<file path="config.mk">
export PLATFORM = sky130hd
export DESIGN_NAME = mac_seq_ctrl
export DESIGN_NICKNAME = d
export VERILOG_FILES = /design/src/rtl/mac_seq_pkg.sv /design/src/rtl/mac_seq_ctrl.sv
export SDC_FILE = /design/constraint.sdc
export NUM_CORES = 1
export LEC_CHECK = 0
export CAP_MARGIN = 30
export CORE_UTILIZATION = 50
export CTS_BUF_LIST = sky130_fd_sc_hd__clkbuf_2 sky130_fd_sc_hd__clkbuf_4 sky130_fd_sc_hd__clkbuf_8
export CTS_CLUSTER_SIZE = 20
export DETAILED_ROUTE_END_ITERATION = 10
export GPL_TIMING_DRIVEN = 0
export MAX_ROUTING_LAYER = met4
export PLACE_DENSITY_LB_ADDON = 0.2
export SYNTH_ARGS = -nofsm -noshare
export SYNTH_HDL_FRONTEND = slang
export SYNTH_SLANG_ARGS = --single-unit
</file>
<file path="constraint.sdc">
create_clock -name clk -period 6.75 [get_ports clk]
set_clock_uncertainty 0.15 [all_clocks]
set_input_delay 1.35 -clock clk [delete_from_list [all_inputs] [get_ports clk]]
set_output_delay 1.35 -clock clk [all_outputs]
set_load 0.1 [all_outputs]
</file>
<file path="src/rtl/mac_seq_pkg.sv">
// Shared types and default widths for the MAC job sequencer.
package mac_seq_pkg;

  // Controller states; 2-bit encoding.
  typedef enum logic [1:0] {
    IDLE   = 2'd0,
    ISSUE  = 2'd1,
    WAIT   = 2'd2,
    RESULT = 2'd3
  } state_e;

  localparam int ACC_W_DEF = 32;
  localparam int LEN_W_DEF = 16;

  typedef logic signed [31:0] acc_t;

endpackage

</file>
<file path="src/rtl/mac_seq_ctrl.sv">
// mac_seq_ctrl: sequences a LEN-pair dot-product job through one mac_int8.
// Operand pairs are pulled from a valid/ready stream, issued one at a time,
// and the MAC result is fed back as the next running sum. The final sum is
// offered on a valid/ready result port.
// Optional build macro MAC_SEQ_CTRL_RELU_EN clamps negative final sums to 0
// (applies to the len==0 bias-only path too).
module mac_seq_ctrl
  import mac_seq_pkg::*;
#(
  parameter int LEN_W = LEN_W_DEF,
  parameter int ACC_W = ACC_W_DEF
) (
  input  logic                    clk,
  input  logic                    rst,
  input  logic                    start,
  input  logic [LEN_W-1:0]        len,
  input  logic signed [ACC_W-1:0] bias,
  output logic                    busy,
  input  logic                    op_valid,
  output logic                    op_ready,
  input  logic signed [7:0]       op_weight,
  input  logic signed [7:0]       op_act,
  output logic                    mac_valid,
  output logic signed [7:0]       mac_weight,
  output logic signed [7:0]       mac_act,
  output logic signed [ACC_W-1:0] mac_acc_in,
  input  logic signed [ACC_W-1:0] mac_acc_out,
  input  logic                    mac_done,
  output logic                    res_valid,
  input  logic                    res_ready,
  output logic signed [ACC_W-1:0] res_data
);

  state_e                  state_q, state_d;
  logic [LEN_W-1:0]        len_q, len_d;
  logic [LEN_W-1:0]        cnt_q, cnt_d;
  logic signed [ACC_W-1:0] acc_q, acc_d;
  logic                    busy_q, busy_d;
  logic                    mac_valid_q, mac_valid_d;
  logic signed [7:0]       mac_weight_q, mac_weight_d;
  logic signed [7:0]       mac_act_q, mac_act_d;
  logic signed [ACC_W-1:0] mac_acc_in_q, mac_acc_in_d;
  logic                    res_valid_q, res_valid_d;
  logic signed [ACC_W-1:0] res_data_q, res_data_d;

  // Final-sum post-processing applied on every entry to RESULT.
  function automatic logic signed [ACC_W-1:0] post(input logic signed [ACC_W-1:0] s);
`ifdef MAC_SEQ_CTRL_RELU_EN
    return s[ACC_W-1] ? '0 : s;
`else
    return s;
`endif
  endfunction

  // Next-state and registered-output logic for the job FSM.
  always_comb begin
    state_d      = state_q;
    len_d        = len_q;
    cnt_d        = cnt_q;
    acc_d        = acc_q;
    mac_valid_d  = 1'b0;
    mac_weight_d = mac_weight_q;
    mac_act_d    = mac_act_q;
    mac_acc_in_d = mac_acc_in_q;
    res_valid_d  = res_valid_q;
    res_data_d   = res_data_q;
    case (state_q)
      IDLE: begin
        if (start) begin
          len_d = len;
          acc_d = bias;
          cnt_d = '0;
          if (len == '0) begin
            res_valid_d = 1'b1;
            res_data_d  = post(bias);
            state_d     = RESULT;
          end else begin
            state_d = ISSUE;
          end
        end
      end
      ISSUE: begin
        if (op_valid) begin
          mac_valid_d  = 1'b1;
          mac_weight_d = op_weight;
          mac_act_d    = op_act;
          mac_acc_in_d = acc_q;
          state_d      = WAIT;
        end
      end
      WAIT: begin
        if (mac_done) begin
          acc_d = mac_acc_out;
          cnt_d = cnt_q + LEN_W'(1);
          // len_q is never 0 here, so len_q-1 cannot underflow.
          if (cnt_q == len_q - LEN_W'(1)) begin
            res_valid_d = 1'b1;
            res_data_d  = post(mac_acc_out);
            state_d     = RESULT;
          end else begin
            state_d = ISSUE;
          end
        end
      end
      RESULT: begin
        if (res_ready) begin
          res_valid_d = 1'b0;
          state_d     = IDLE;
        end
      end
      default: state_d = IDLE;
    endcase
    busy_d = (state_d != IDLE);
  end

  // State and datapath registers; reset aborts any job at once.
  always_ff @(posedge clk or posedge rst) begin
    if (rst) begin
      state_q      <= IDLE;
      len_q        <= '0;
      cnt_q        <= '0;
      acc_q        <= '0;
      busy_q       <= 1'b0;
      mac_valid_q  <= 1'b0;
      mac_weight_q <= '0;
      mac_act_q    <= '0;
      mac_acc_in_q <= '0;
      res_valid_q  <= 1'b0;
      res_data_q   <= '0;
    end else begin
      state_q      <= state_d;
      len_q        <= len_d;
      cnt_q        <= cnt_d;
      acc_q        <= acc_d;
      busy_q       <= busy_d;
      mac_valid_q  <= mac_valid_d;
      mac_weight_q <= mac_weight_d;
      mac_act_q    <= mac_act_d;
      mac_acc_in_q <= mac_acc_in_d;
      res_valid_q  <= res_valid_d;
      res_data_q   <= res_data_d;
    end
  end

  assign op_ready   = (state_q == ISSUE);
  assign busy       = busy_q;
  assign mac_valid  = mac_valid_q;
  assign mac_weight = mac_weight_q;
  assign mac_act    = mac_act_q;
  assign mac_acc_in = mac_acc_in_q;
  assign res_valid  = res_valid_q;
  assign res_data   = res_data_q;

endmodule

</file>
==> impl_results.md <==
- Status: finished, final reports clean
- Crit path launch type: flip-flop
- Global-route total usage across every layer: ~25%
- EDFF count, synth: 0
- Global Route met1 Usage: 29.6%
- Overflow after GRT: 0
- First-pass GRT wire length: approximately 27000 um
- Post-DP HPWL: 12000 um
- Vias: roughly 5100
- Commonest cells in the netlist: 149 x dfrtp_1, 86 x mux2_2, 44 x mux2i_1, 42 x nor2_1, 27 x a21oi_1
- Crit path time final: between 3000 and 4000 ps
- CP max stage cell: clkdlybuf4s50_1
- Antenna Cells: 0
- Die H: between 100 and 150 um
- Flop-to-flop setup slack: 3360 ps
- H-tree Lvls: 4
- Met2 Use GR: a little over two fifths
- Fin nets: approximately 860
- #FFs+latches synth: 149
- Clock Latency Late Sink: roughly 430 ps
- Router iterations before antenna repair: 5
- Hold path startpoint: res_data[20]
- Clock buffer count from CTS: 17
- Worst path max stage delay: around 1100 ps
- Global routing's busiest layer: met2
- Vias in the first global route: ~5400
- Dominant synthesized flop cell: dfrtp_1
- Crit Path Class: reg2out
- Layout cells sized above 1: about 17%
- RSZ-0062 raised after global routing: false
- Final period util: about three fifths
- Hold_buf cts: 0
- CTS tree: done
- DRT iter0 DRCs: approximately 280
- Hold Vio Cnt, Final: 0
- Largest net degree at the start of global routing: between 80 and 90
- FMAX: 0.255 GHz
- Hold path depth: 1
- Die ar.: ~14000 um^2
- Netlist cell types: 47
- Ports: between 150 and 200
- Most frequent cell after synthesis: dfrtp_1
- FFs w/ async S/R, synth: 100%
- Max Cap Viol: 0
- Synth-to-layout area growth: 37.8%
- Worst path required time: between 5000 and 6000 ps
- Post-synthesis sequential area ratio: between 50% and 60%
- Total routed wirelength: ~16000 um
- Gate Count Post-Synth: 551
- Cell area after synthesis: 6760 um^2
- Worst r2r dst: res_data[24]
- Core Region: roughly 13000 um^2
- Share of the synthesized area in the top cell type: between 50% and 60%
- Hold Slack: 346 ps
- Post-synth net total: roughly 660
- Initial antenna violation count: 0
- IO buf count: between 150 and 200
- Met3 usage: 6.37%
- CTS root buffer: clkbuf_8
- Critical R2R Launch: len_q[0]
- CTS resizes: 0
- DR WL/cell: between 15 and 20 um
- Max Slew Vio Count: 0
- Reg clk slew, reported paths: approximately 80 ps
- Core Rows: 42
- Gp weighted congestion: a little over 0.8
- DRC Markers: 0
- Synth warnings: 0
- R2R depth: 11
- WP buf/inv: 2
- Worst min-delay path class: reg2reg
- Post-CTS setup buffer count: 0
- Yosys top cell by area: dfrtp_1
- Critical-path cell list: clkbuf_1, nor2b_1, clkdlybuf4s50_1
- Top delay family on crit path: buffers and inverters
- Arr. time, crit path: around 2400 ps
- Worst Tran Pin Value: ~1000 ps
- Initial Utilization: 51.1%
- Clk buf depth: 2
- Max FO, Critical Path: 10
- Post-DRT Antenna Nets: 0
- Via/cell ratio: between 5 and 6
- Leading post-synthesis cells by cell area: dfrtp_1 55%, mux2_2 14%, mux2i_1 6.5%
- Die W: about 120 um
- Num Clock Sinks: 149
- Final Setup Violations: 0
- Worst Hold Path EP: res_data[20]
- Critical Path End Type: primary output
- Slew Limit Headroom: a little under a third
- Mean area per synthesized cell: around 12 um^2
final cells by class:
cell class	count	area (um^2)
Fill cell	994	3920
Buffer	29	121
Timing Repair Buffer	188	1910
Sequential cell	149	3730
Tap cell	176	220
Multi-Input combinational cell	347	2820
Clock buffer	22	297
Inverter	26	103
Clock inverter	8	123
through the flow:
step / setup TNS [ps] / setup WS [ps] / instance area [um^2] / utilization [%] / instances
global route: 0 / 2730 / 9320 / 70.4 / 945
global placement: -84930 / -581 / 8830 / 66.7 / 912
CTS: 0 / 2420 / 9290 / 70.1 / 943
finish: 0 / 2830 / 9320 / 70.4 / 945
floorplan: 0 / 1240 / 6760 / - / 551
detailed placement: 0 / 1970 / 8870 / 67.0 / 913
per-layer routing:
| metal | routed length (um) | vias up |
|---|---|---|
| li1 | - | 2343 |
| met1 | 6660 | 2582 |
| met4 | 265 | 0 |
| met3 | 875 | 25 |
| met2 | 8340 | 165 |
| met5 | 0 | - |
layout by cell type (no fill, tap or decap), types with 4 or more instances in the layout:
| cell type | count |
|---|---|
| clkdlybuf4s50_1 | 185 |
| dfrtp_1 | 149 |
| mux2_2 | 86 |
| mux2i_1 | 44 |
| nor2_1 | 42 |
| a21oi_1 | 27 |
| inv_1 | 25 |
| clkbuf_8 | 21 |
| clkbuf_1 | 18 |
| nand2_1 | 18 |
| xor2_1 | 17 |
| xnor2_1 | 13 |
| mux2_1 | 12 |
| nand3_1 | 10 |
| o21ai_0 | 10 |
| buf_1 | 7 |
| and3_1 | 7 |
| nand4_1 | 6 |
| or3_1 | 5 |
| nor4_1 | 5 |
| nor3_1 | 4 |
flip-flops by register name (all words and copies together), names as in the netlist:
register / flops
res_valid: 1
state_q: 2
mac_weight: 8
busy: 1
len_q: 16
res_data: 32
mac_acc_in: 32
mac_valid: 1
cnt_q: 16
acc_q: 32
mac_act: 8
worst max-delay path by stage:
stage / start / endpoint / slack (ps) / cells past startpoint
after floorplan: rst / acc_q[0] / 1240 / 1
after global placement: rst / mac_act[7] / -580 / 2
after detailed placement: start / acc_q[9] / 1970 / 7
after CTS: start / acc_q[9] / 2420 / 7
after global routing: state_q[0] / op_ready / 2730 / 3
final: state_q[0] / op_ready / 2830 / 3
cells by family after synthesis:
group	share of synthesized area, %
xor gates and xnor gates	3.89
buffers and inverters	3.24
DFF	55.1
AOI/OAI and AO/OA	5.33
muxes	22.8
and+or+nand+nor	9.21
adders and majority gates	0.370
Power is not shown: default switching activity piles up to over one toggle a cycle in this logic, so the estimate is an artifact.
